## config.mk

```make
export PLATFORM = sky130hd
export DESIGN_NAME = loadblock_gather_flat
export DESIGN_NICKNAME = d
export VERILOG_FILES = /design/src/rtl/loadblock_gather_pkg.sv /design/src/rtl/loadblock_gather_if.sv /design/src/rtl/loadblock_gather_load_bank_arbiter.sv /design/src/rtl/loadblock_gather.sv /design/src/flat_wrapper.sv
export SDC_FILE = /design/constraint.sdc
export NUM_CORES = 1
export LEC_CHECK = 0
export BUFFER_PORTS_ARGS = -buffer_cell sky130_fd_sc_hd__buf_2
export CORE_MARGIN = 4
export CORE_UTILIZATION = 61
export DETAILED_ROUTE_END_ITERATION = 12
export PLACE_DENSITY_LB_ADDON = 0.05
export SETUP_SLACK_MARGIN = 0.02
export SKIP_CTS_REPAIR_TIMING = 1
export SYNTH_ARGS = -nofsm -noshare
export SYNTH_HDL_FRONTEND = slang
export SYNTH_SLANG_ARGS = --single-unit
export TNS_END_PERCENT = 10
```

## constraint.sdc

```tcl
create_clock -name clk -period 18.69 [get_ports clk]
set_clock_uncertainty 0.15 [all_clocks]
set_input_delay 3.738 -clock clk [delete_from_list [all_inputs] [get_ports clk]]
set_output_delay 3.738 -clock clk [all_outputs]
set_load 0.005 [all_outputs]
```

## src/rtl/loadblock_gather_pkg.sv

```systemverilog
// Shared constants, FSM state type and scalar-load helpers for loadblock_gather.
package loadblock_gather_pkg;

  // Banks / vector elements; the datapath is built around exactly four.
  localparam int LANES = 4;

  // load_select encodings
  localparam logic [1:0] LS_LB = 2'd0;
  localparam logic [1:0] LS_LH = 2'd1;
  localparam logic [1:0] LS_LW = 2'd2;

  typedef enum logic [1:0] {
    ST_IDLE    = 2'd0,
    ST_ISSUE   = 2'd1,
    ST_CAPTURE = 2'd2,
    ST_RESP    = 2'd3
  } state_t;

  // A scalar access is misaligned when it crosses its natural boundary
  // or uses the reserved load_select code.
  function automatic logic is_misaligned(input logic [1:0] sel, input logic [1:0] off);
    logic mis;
    case (sel)
      LS_LB:   mis = 1'b0;
      LS_LH:   mis = off[0];
      LS_LW:   mis = (off != 2'd0);
      default: mis = 1'b1;
    endcase
    return mis;
  endfunction

  // Shift the bank word down to the addressed byte, then truncate and extend.
  // Zero-extension only applies to byte and halfword loads.
  function automatic logic [31:0] extract_scalar(input logic [31:0] word,
                                                 input logic [1:0]  sel,
                                                 input logic [1:0]  off,
                                                 input logic        uns);
    logic [31:0] w;
    logic [31:0] r;
    w = word >> {off, 3'b000};
    case (sel)
      LS_LB:   r = uns ? {24'd0, w[7:0]}  : {{24{w[7]}}, w[7:0]};
      LS_LH:   r = uns ? {16'd0, w[15:0]} : {{16{w[15]}}, w[15:0]};
      default: r = w;
    endcase
    return r;
  endfunction

endpackage

```

## src/rtl/loadblock_gather_if.sv

```systemverilog
// Request/response and data-memory bank bundle for loadblock_gather.
// master = requester plus memory side, slave = the gather block.
import loadblock_gather_pkg::*;

interface loadblock_gather_if #(
  parameter int AW = 12
);
  // request
  logic                           req_valid;
  logic                           req_ready;
  logic                           is_vltype;
  logic [1:0]                     load_select;
  logic                           load_unsigned;
  logic [1:0]                     byte_offset;
  logic [LANES-1:0][AW-1:0]       data_addr;
  // data-memory banks
  logic [LANES-1:0]               dm_ren;
  logic [LANES-1:0][AW-3:0]       dm_raddr;
  logic [LANES-1:0][31:0]         dm_rdata;
  // response
  logic                           resp_valid;
  logic                           resp_misaligned;
  logic [LANES-1:0][31:0]         data_out;

  modport master (
    output req_valid, is_vltype, load_select, load_unsigned, byte_offset, data_addr, dm_rdata,
    input  req_ready, dm_ren, dm_raddr, resp_valid, resp_misaligned, data_out
  );

  modport slave (
    input  req_valid, is_vltype, load_select, load_unsigned, byte_offset, data_addr, dm_rdata,
    output req_ready, dm_ren, dm_raddr, resp_valid, resp_misaligned, data_out
  );

endinterface

```

## src/rtl/loadblock_gather_load_bank_arbiter.sv

```systemverilog
// Combinational bank arbiter: each bank is granted to the lowest-index
// pending element that maps onto it.
import loadblock_gather_pkg::*;

module load_bank_arbiter (
  input  logic [LANES-1:0]       pending,
  input  logic [LANES-1:0][1:0]  bank_sel,
  output logic [LANES-1:0]       grant,
  output logic [LANES-1:0]       bank_hit,
  output logic [LANES-1:0][1:0]  bank_idx
);

  genvar gi;
  generate
    for (gi = 0; gi < LANES; gi++) begin : g_bank
      logic       hit_g;
      logic [1:0] idx_g;

      // Scan from the top down so the lowest matching index wins.
      always_comb begin
        hit_g = 1'b0;
        idx_g = 2'd0;
        for (int i = LANES - 1; i >= 0; i--) begin
          if (pending[i] && (bank_sel[i] == 2'(gi))) begin
            hit_g = 1'b1;
            idx_g = 2'(i);
          end
        end
      end

      assign bank_hit[gi] = hit_g;
      assign bank_idx[gi] = idx_g;
    end

    for (gi = 0; gi < LANES; gi++) begin : g_grant
      // An element is granted when its bank chose it.
      assign grant[gi] = pending[gi] && bank_hit[bank_sel[gi]] &&
                         (bank_idx[bank_sel[gi]] == 2'(gi));
    end
  endgenerate

endmodule

```

## src/rtl/loadblock_gather.sv

```systemverilog
// Load gather unit: issues scalar or 4-element vector reads to the banked
// data memory, serialises bank conflicts over rounds, and returns extended
// scalar data or the gathered words.
import loadblock_gather_pkg::*;

module loadblock_gather #(
  parameter int AW = 12
) (
  input  logic              clk,
  input  logic              rst,
  loadblock_gather_if.slave bus
);

  state_t                    state_reg;
  logic [LANES-1:0]          pending_reg;
  logic                      is_vec_reg;
  logic [1:0]                sel_reg;
  logic                      uns_reg;
  logic [1:0]                off_reg;
  logic                      mis_reg;
  logic [LANES-1:0][AW-1:0]  addr_reg;
  logic [LANES-1:0][31:0]    elem_reg;
  logic [LANES-1:0][31:0]    data_out_reg;
  logic                      req_ready_reg;
  logic                      resp_valid_reg;
  logic                      resp_mis_reg;

  logic [LANES-1:0][1:0]     bank_sel;
  logic [LANES-1:0]          grant;
  logic [LANES-1:0]          bank_hit;
  logic [LANES-1:0][1:0]     bank_idx;
  logic [LANES-1:0][31:0]    elem_next;
  logic [LANES-1:0]          pending_next;
  logic [LANES-1:0][31:0]    resp_data;

  load_bank_arbiter u_arb (
    .pending  (pending_reg),
    .bank_sel (bank_sel),
    .grant    (grant),
    .bank_hit (bank_hit),
    .bank_idx (bank_idx)
  );

  genvar gi;
  generate
    for (gi = 0; gi < LANES; gi++) begin : g_lane
      assign bank_sel[gi] = addr_reg[gi][1:0];

      // Bank read port: only during ISSUE, never for a misaligned scalar.
      assign bus.dm_ren[gi]   = (state_reg == ST_ISSUE) && bank_hit[gi] && !mis_reg;
      assign bus.dm_raddr[gi] = bus.dm_ren[gi] ? addr_reg[bank_idx[gi]][AW-1:2] : '0;

      // Read data arrives in CAPTURE, routed back from the element's bank.
      assign elem_next[gi] = ((state_reg == ST_CAPTURE) && grant[gi]) ?
                             bus.dm_rdata[bank_sel[gi]] : elem_reg[gi];

      // Vector returns all words; scalar returns only element 0, extracted.
      if (gi == 0) begin : g_scalar
        assign resp_data[gi] = is_vec_reg ? elem_next[gi] :
                               mis_reg    ? 32'd0 :
                               extract_scalar(elem_next[gi], sel_reg, off_reg, uns_reg);
      end else begin : g_vec
        assign resp_data[gi] = is_vec_reg ? elem_next[gi] : 32'd0;
      end
    end
  endgenerate

  assign pending_next = pending_reg & ~grant;

  // Request/round/response sequencing with registered handshake outputs.
  always_ff @(posedge clk or posedge rst) begin
    if (rst) begin
      state_reg      <= ST_IDLE;
      pending_reg    <= '0;
      is_vec_reg     <= 1'b0;
      sel_reg        <= 2'd0;
      uns_reg        <= 1'b0;
      off_reg        <= 2'd0;
      mis_reg        <= 1'b0;
      addr_reg       <= '0;
      elem_reg       <= '0;
      data_out_reg   <= '0;
      req_ready_reg  <= 1'b1;
      resp_valid_reg <= 1'b0;
      resp_mis_reg   <= 1'b0;
    end else begin
      resp_valid_reg <= 1'b0;
      case (state_reg)
        ST_IDLE: begin
          if (bus.req_valid && req_ready_reg) begin
            is_vec_reg    <= bus.is_vltype;
            sel_reg       <= bus.load_select;
            uns_reg       <= bus.load_unsigned;
            off_reg       <= bus.byte_offset;
            mis_reg       <= !bus.is_vltype && is_misaligned(bus.load_select, bus.byte_offset);
            addr_reg      <= bus.data_addr;
            pending_reg   <= bus.is_vltype ? 4'b1111 : 4'b0001;
            elem_reg      <= '0;
            data_out_reg  <= '0;
            req_ready_reg <= 1'b0;
            state_reg     <= ST_ISSUE;
          end
        end
        ST_ISSUE: begin
          state_reg <= ST_CAPTURE;
        end
        ST_CAPTURE: begin
          elem_reg    <= elem_next;
          pending_reg <= pending_next;
          if (pending_next == '0) begin
            data_out_reg   <= resp_data;
            resp_valid_reg <= 1'b1;
            resp_mis_reg   <= mis_reg;
            state_reg      <= ST_RESP;
          end else begin
            state_reg <= ST_ISSUE;
          end
        end
        default: begin
          resp_mis_reg  <= 1'b0;
          req_ready_reg <= 1'b1;
          state_reg     <= ST_IDLE;
        end
      endcase
    end
  end

  assign bus.req_ready       = req_ready_reg;
  assign bus.resp_valid      = resp_valid_reg;
  assign bus.resp_misaligned = resp_mis_reg;
  assign bus.data_out        = data_out_reg;

endmodule
```

## src/flat_wrapper.sv

```systemverilog
// flat-port wrapper written by rule: the top's interface ports become plain ports
module loadblock_gather_flat 
#(
  parameter int AW = 12
)
  (clk, rst, bus_req_valid, bus_is_vltype, bus_load_select, bus_load_unsigned, bus_byte_offset, bus_data_addr, bus_dm_rdata, bus_req_ready, bus_dm_ren, bus_dm_raddr, bus_resp_valid, bus_resp_misaligned, bus_data_out);
  loadblock_gather_if #(.AW(AW)) bus_i ();
  input  logic clk;
  input  logic rst;
  input wire logic [$bits(bus_i.req_valid)-1:0] bus_req_valid;
  input wire logic [$bits(bus_i.is_vltype)-1:0] bus_is_vltype;
  input wire logic [$bits(bus_i.load_select)-1:0] bus_load_select;
  input wire logic [$bits(bus_i.load_unsigned)-1:0] bus_load_unsigned;
  input wire logic [$bits(bus_i.byte_offset)-1:0] bus_byte_offset;
  input wire logic [$bits(bus_i.data_addr)-1:0] bus_data_addr;
  input wire logic [$bits(bus_i.dm_rdata)-1:0] bus_dm_rdata;
  output wire logic [$bits(bus_i.req_ready)-1:0] bus_req_ready;
  output wire logic [$bits(bus_i.dm_ren)-1:0] bus_dm_ren;
  output wire logic [$bits(bus_i.dm_raddr)-1:0] bus_dm_raddr;
  output wire logic [$bits(bus_i.resp_valid)-1:0] bus_resp_valid;
  output wire logic [$bits(bus_i.resp_misaligned)-1:0] bus_resp_misaligned;
  output wire logic [$bits(bus_i.data_out)-1:0] bus_data_out;
  assign bus_i.req_valid = bus_req_valid;
  assign bus_i.is_vltype = bus_is_vltype;
  assign bus_i.load_select = bus_load_select;
  assign bus_i.load_unsigned = bus_load_unsigned;
  assign bus_i.byte_offset = bus_byte_offset;
  assign bus_i.data_addr = bus_data_addr;
  assign bus_i.dm_rdata = bus_dm_rdata;
  assign bus_req_ready = bus_i.req_ready;
  assign bus_dm_ren = bus_i.dm_ren;
  assign bus_dm_raddr = bus_i.dm_raddr;
  assign bus_resp_valid = bus_i.resp_valid;
  assign bus_resp_misaligned = bus_i.resp_misaligned;
  assign bus_data_out = bus_i.data_out;
  loadblock_gather #(.AW(AW)) u_core (.clk(clk), .rst(rst), .bus(bus_i));
endmodule
```

==> results.sh, run 1 <==
export IMPL_postSynthRegisterBits=320
export IMPL_ioPinCount=360
export IMPL_numPortBuffers=359
export IMPL_worstPathArrival_ps=3740
export IMPL_setup_tns_ps=0
export IMPL_synth_distinct_cells=66
export IMPL_min_path_type="reg -> reg"
export IMPL_post_route_period_util=0.4084
export IMPL_critical_path_endpoint="bus_dm_raddr[6]"
export IMPL_drive_gt1_frac=0.3446
export IMPL_synth_cells=1630
export IMPL_ys_flop_type="dfrtp_1"
export IMPL_rsz0062_at_grt="no"
export IMPL_setup_reg_to_reg_worst_slack_ps=13750
export IMPL_detailedPlace_worstSlack_ps=11560
export IMPL_tritoncts="done"
export IMPL_worst_slew_pin_transition_ps=1188
export IMPL_layout_cell_area_non_filler_mm2=0.02181
export IMPL_core_area_mm2=0.02987
export IMPL_grt_max_degree=105
export IMPL_critical_path_required_ps=14800
export IMPL_num_vias=15680
export IMPL_slew_violations=0
export IMPL_detailedPlacementHpwl_mm=41.86
export IMPL_clk_transition_reported_paths_ps=60
export IMPL_async_reset_ff_frac=1.000
export IMPL_ys_warn_count=0
export IMPL_crit_path_max_fanout=44
export IMPL_worst_relative_slew_slack=0.1978
export IMPL_post_detailed_placement_cell_area_mm2=0.02051
export IMPL_nets=2095
export IMPL_cts_htree_levels=2
export IMPL_gp_congestion=0.9412
export IMPL_grt_use_total=0.3605
export IMPL_drt_initial_drc_count=1775
export IMPL_worst_r2r_endpoint="u_core.bus.data_out[4]$_DFFE_PP0P_"
export IMPL_endpoint_kind_of_the_worst_setup_timing_path="output port"
export IMPL_via_count_of_the_first_global_routing_pass=15570
export IMPL_vdd_ir_drop_worst_uv=112.2
export IMPL_holdWs_ps=325.1
export IMPL_final_setup_worst_slack_ps=11060
export IMPL_post_route_min_period_ps=7633
export IMPL_syn_avg_cell_area_um2=11.41
export IMPL_die_area_mm2=0.03334
export IMPL_drt_pass1_iterations=8
export IMPL_tritoncts_num_buffers=36
export IMPL_cts_num_sinks=320
export IMPL_synth_sequential_area_ratio=0.4307
export IMPL_fp_dieH_um=182.6
export IMPL_cts_root_buffer="clkbuf_16"
export IMPL_cp_start_kind="flip-flop"
export IMPL_fmaxAchievable_mhz=131.0
export IMPL_count_of_max_cap_constraint_violations=0
export IMPL_grt_overflow=0
export IMPL_syn2layout_area_growth_pct=17.32
export IMPL_run_status="completed"
export IMPL_whs_path_depth=1
export IMPL_antenna_violations_before_repair=19
export IMPL_grt_first_pass_wirelength_mm=93.27
export IMPL_initial_utilization=0.6224
export IMPL_max_clock_path_buffers=3
export IMPL_num_rows=63
export IMPL_insertion_delay_ps=530
export IMPL_number_of_synthesized_flops_with_an_enable_pin=0
export IMPL_critPathKind="reg -> out"
export IMPL_avgRoutedWirePerCell_um=25.92
export IMPL_total_wirelength_of_the_detailed_routed_design_mm=60.55
export IMPL_p_per_area_mw_per_mm2=167.2
export IMPL_avg_vias_per_cell=6.710
export IMPL_timing_final_hold_violations=0
export IMPL_postRouteAntennaNets=0
export IMPL_syn_cell_area_mm2=0.01859
export IMPL_synth_net_count=1819
export IMPL_floorplan_die_width_um=182.6
export IMPL_worstReg2RegStart="u_core.addr_reg[13]$_DFFE_PP0P_"
export IMPL_timing_reg2reg_worst_path_depth=8
export IMPL_static_leakage_nw=10.29
export IMPL_timing_critical_path_from="u_core.addr_reg[13]$_DFFE_PP0P_"
export IMPL_remaining_drc_errors=0
export IMPL_setup_viol=0
==> worst min-delay path by stage <==
stage | startpoint | endpoint
final | u_core.elem_reg[37]$_DFFE_PP0P_ | u_core.elem_reg[37]$_DFFE_PP0P_
after global routing | u_core.elem_reg[37]$_DFFE_PP0P_ | u_core.elem_reg[37]$_DFFE_PP0P_
after CTS | u_core.elem_reg[37]$_DFFE_PP0P_ | u_core.elem_reg[37]$_DFFE_PP0P_
after detailed placement | u_core.elem_reg[62]$_DFFE_PP0P_ | u_core.elem_reg[62]$_DFFE_PP0P_
after global placement | u_core.elem_reg[55]$_DFFE_PP0P_ | u_core.elem_reg[55]$_DFFE_PP0P_
after floorplan | u_core.elem_reg[63]$_DFFE_PP0P_ | u_core.elem_reg[63]$_DFFE_PP0P_
==> cells by family after synthesis <==
group                    synth area share
AND/OR/NAND/NOR                    0.1070
XOR/XNOR                        0.0009422
AO/OA/AOI/OAI                      0.1618
buffers and inverters             0.04589
adder cells (fa/ha/maj)          0.002692
multiplexers                       0.2509
flip-flops                         0.4307
==> synth_stat cells, types with 3 or more instances <==
master / instances / area, um^2
ha_1: 4 / 50.05
nand2_1: 306 / 1149
dfrtp_1: 319 / 7983
nand3b_1: 7 / 52.55
o21ai_0: 82 / 410.4
buf_2: 45 / 225.2
a31o_2: 3 / 26.28
o211ai_1: 8 / 60.06
buf_6: 3 / 33.78
mux4_2: 168 / 3784
o32ai_1: 32 / 280.3
buf_1: 10 / 37.54
nand4_1: 4 / 25.02
a32o_1: 7 / 70.07
inv_1: 53 / 198.9
a22o_1: 102 / 893.4
a21oi_2: 3 / 26.28
clkbuf_1: 74 / 277.8
a21oi_1: 24 / 120.1
nor2b_1: 12 / 75.07
mux2_2: 17 / 191.4
nor3_1: 13 / 65.06
a21o_1: 35 / 262.8
and3b_1: 4 / 35.03
a221oi_1: 9 / 78.83
o2bb2ai_1: 37 / 324.1
o21ai_1: 8 / 40.04
a211oi_1: 5 / 37.54
a22oi_1: 8 / 60.06
mux2i_1: 69 / 690.7
o21a_1: 3 / 22.52
nor2_1: 22 / 82.58
o22ai_1: 11 / 68.82
and3_1: 3 / 18.77
and2_1: 32 / 200.2
nor3b_1: 3 / 22.52
nand3_1: 43 / 215.2
buf_4: 10 / 75.07
==> stage by stage <==
step	std cells	util	power, mW
CTS	2320	0.7289	3.628
global route	2333	0.7299	3.836
detailed placement	2258	0.6865	2.852
global placement	2258	0.6865	2.811
finish	2336	0.7302	3.648
floorplan	1630	-	2.317
==> cells in the final DEF, fill, tap and decap left out, types with 4 or more instances in the layout <==
cell         n
a211oi_1     5
a21o_1      34
a21oi_1     20
a21oi_2      5
a221oi_1     9
a22o_1     102
a22oi_1      8
a32o_1       7
and2_1      32
and3b_1      4
buf_2      359
buf_4       22
bufinv_16    7
clkbuf_1     4
clkbuf_16   37
clkinv_2     5
dfrtp_1    311
dfrtp_2      8
diode_2     16
ha_1         4
inv_1       52
mux2_2      17
mux2i_1     69
mux4_2     168
nand2_1    305
nand3_1     42
nand3b_1     7
nand4_1      4
nor2_1      19
nor2b_1     12
nor3_1      12
o211ai_1     8
o21ai_0     82
o21ai_1      7
o22ai_1     11
o2bb2ai_1   37
o32ai_1     32
==> metal layers <==
metal | wire length (um) | track usage
met1 | 23080 | 0.5036
met2 | 28440 | 0.5622
met3 | 6641 | 0.08192
met4 | 2311 | 0.1321
met5 | 75 | 0
==> where the power goes <==
part	switching (mW)	internal (mW)
clock network	0.292	0.471
registers	0.240	0.905
logic	0.998	0.742
total	1.53	2.12
==> area by class of cell <==
| cell class | count | area, um^2 |
|---|---|---|
| Clock buffer | 44 | 982.2 |
| Multi-Input combinational cell | 1114 | 9833 |
| Antenna cell | 16 | 40.04 |
| Tap cell | 390 | 488.0 |
| Sequential cell | 320 | 8019 |
| Fill cell | 2187 | 8060 |
| Clock inverter | 18 | 284.0 |
| Inverter | 53 | 206.4 |
| Timing Repair Buffer | 381 | 1962 |
==> worst max-delay path, cell delays in order (launching register included) <==
cell	delay [ps]
dfrtp_2	800
or3b_2	660
a21oi_2	830
mux4_2	600
nor2b_1	150
buf_2	170
Power figures use the tool's default switching activity.
==> run 2: changes to the inputs <==
--- a/config.mk
+++ b/config.mk
@@ -7,7 +7,7 @@
 export LEC_CHECK = 0
 export BUFFER_PORTS_ARGS = -buffer_cell sky130_fd_sc_hd__buf_2
 export CORE_MARGIN = 4
-export CORE_UTILIZATION = 61
+export CORE_UTILIZATION = 56
 export DETAILED_ROUTE_END_ITERATION = 12
 export PLACE_DENSITY_LB_ADDON = 0.05
 export SETUP_SLACK_MARGIN = 0.02
==> constraint.sdc (replaced) <==
create_clock -name clk -period 7.8 [get_ports clk]
set_clock_uncertainty 0.15 [all_clocks]
set_input_delay 1.56 -clock clk [delete_from_list [all_inputs] [get_ports clk]]
set_output_delay 1.56 -clock clk [all_outputs]
set_load 0.005 [all_outputs]
==> results.sh, run 2 (synthesis gave the netlist of run 1 again) <==
export IMPL_run_status="completed"
export IMPL_endpoint_kind_of_the_worst_setup_timing_path="output port"
export IMPL_fmaxAchievable_mhz=190.1
export IMPL_static_leakage_nw=10.35
export IMPL_switching_power_total_mw=3.656
export IMPL_final_setup_worst_slack_ps=2540
export IMPL_cp_start_kind="flip-flop"
export IMPL_timing_final_hold_violations=0
export IMPL_holdWs_ps=326.6
export IMPL_remaining_drc_errors=0
export IMPL_worst_slew_pin_transition_ps=1143
export IMPL_critPathKind="reg -> out"
export IMPL_post_route_min_period_ps=5260
export IMPL_p_per_area_mw_per_mm2=399.4
export IMPL_cell_internal_power_mw=5.117
export IMPL_cts_num_sinks=320
export IMPL_clk_transition_reported_paths_ps=60
export IMPL_tritoncts="done"
export IMPL_layout_commonest_cell="buf_2"
export IMPL_insertion_delay_ps=520
export IMPL_setup_tns_ps=0
export IMPL_crit_path_max_fanout=44
export IMPL_worstPathArrival_ps=3550
export IMPL_core_area_mm2=0.03262
export IMPL_antenna_violations_before_repair=19
export IMPL_max_clock_path_buffers=3
export IMPL_avgRoutedWirePerCell_um=25.35
export IMPL_tritoncts_num_buffers=37
export IMPL_detailedPlacementHpwl_mm=42.46
export IMPL_grt_use_total=0.3302
export IMPL_avg_vias_per_cell=6.525
export IMPL_nets=2101
export IMPL_gp_congestion=0.9214
export IMPL_detailedPlace_worstSlack_ps=3034
export IMPL_drt_pass1_iterations=8
export IMPL_postRouteAntennaNets=0
export IMPL_cts_htree_levels=2
export IMPL_via_count_of_the_first_global_routing_pass=15050
export IMPL_rsz0062_at_grt="no"
export IMPL_num_rows=66
export IMPL_post_route_period_util=0.6743
export IMPL_numPortBuffers=359
export IMPL_finalNonFillerCells=2393
export IMPL_drt_initial_drc_count=1764
export IMPL_cts_root_buffer="clkbuf_16"
export IMPL_num_vias=15610
export IMPL_slew_violations=0
export IMPL_power_switching_fraction=0.4167
export IMPL_floorplan_die_width_um=190.2
export IMPL_fp_dieH_um=190.2
export IMPL_power_frac_clock=0.214
export IMPL_drive_gt1_frac=0.3466
export IMPL_grt_max_degree=158
export IMPL_syn2layout_area_growth_pct=18.13
export IMPL_grt_first_pass_wirelength_mm=92.54
export IMPL_layout_cells_most_common_list="buf_2 (359), dfrtp_1 (312), nand2_1 (305), mux4_2 (168), a22o_1 (102)"
export IMPL_grt_overflow=0
export IMPL_sequentialPowerShare=0.297
export IMPL_count_of_max_cap_constraint_violations=0
export IMPL_total_wirelength_of_the_detailed_routed_design_mm=60.66
export IMPL_initial_utilization=0.5700
export IMPL_min_path_type="reg -> reg"
export IMPL_critical_path_required_ps=6090
export IMPL_worst_relative_slew_slack=0.2369
export IMPL_setup_viol=0
export IMPL_vdd_ir_drop_worst_uv=242.1
export IMPL_pwr_share_comb=0.489
export IMPL_die_area_mm2=0.03618
export IMPL_number_of_placed_cells_counting_well_taps=2315
export IMPL_ioPinCount=360
-- run 2: worst paths after layout --
| kind | from | end | slack, ps | cells past startpoint |
|---|---|---|---|---|
| max in group asynchronous | rst | u_core.addr_reg[0]$_DFFE_PP0P_ | 5130 | 3 |
| min in group asynchronous | rst | u_core.elem_reg[32]$_DFFE_PP0P_ | 970 | 2 |
| min reg2reg | u_core.elem_reg[92]$_DFFE_PP0P_ | u_core.elem_reg[92]$_DFFE_PP0P_ | 330 | 2 |
| max | u_core.addr_reg[12]$_DFFE_PP0P_ | bus_dm_raddr[0] | 2540 | 6 |
| max reg2reg | u_core.addr_reg[12]$_DFFE_PP0P_ | u_core.bus.data_out[10]$_DFFE_PP0P_ | 3670 | 8 |
| min | u_core.elem_reg[92]$_DFFE_PP0P_ | u_core.elem_reg[92]$_DFFE_PP0P_ | 330 | 2 |
-- run 2: area by class of cell --
| type | count | area (um^2) |
|---|---|---|
| Fill cell | 2532 | 10650 |
| Multi-Input combinational cell | 1114 | 9826 |
| Sequential cell | 320 | 8018 |
| Timing Repair Buffer | 386 | 2012 |
| Clock buffer | 53 | 1119 |
| Tap cell | 442 | 553.0 |
| Clock inverter | 13 | 206.4 |
| Inverter | 53 | 202.7 |
| Antenna cell | 12 | 30.03 |
-- run 2: power groups by stage --
stage / sequential, mW / combinational (mW) / clock, mW
after floorplan: 2.46 / 3.09 / 0
after global placement: 2.59 / 4.20 / 0
after detailed placement: 2.60 / 4.25 / 0
after CTS: 2.59 / 4.27 / 1.90
after global routing: 2.66 / 4.60 / 1.97
final: 2.60 / 4.29 / 1.88
-- run 2: critical path, stage by stage, from the launching register on --
cell,delay (ps)
dfrtp_2,380
buf_4,330
or3b_2,600
a21oi_2,780
mux4_2,610
nor2b_1,140
buf_2,170
-- run 2: per-layer routing --
| layer | track usage | routed length [um] | vias up |
|---|---|---|---|
| met5 | 0 | 78 | - |
| met4 | 0.1102 | 1997 | 14 |
| met3 | 0.07232 | 6226 | 124 |
| met2 | 0.5037 | 28240 | 903 |
| met1 | 0.4785 | 24120 | 7850 |
| li1 | - | - | 6723 |
-- run 2: through the flow --
| stage | utilization | power, mW | cell area (um^2) |
|---|---|---|---|
| after global routing | 0.6734 | 9.233 | 21970 |
| after CTS | 0.6725 | 8.754 | 21940 |
| after floorplan | - | 5.553 | 18600 |
| final | 0.6734 | 8.773 | 21970 |
| after global placement | 0.6319 | 6.792 | 20610 |
| after detailed placement | 0.6319 | 6.852 | 20610 |
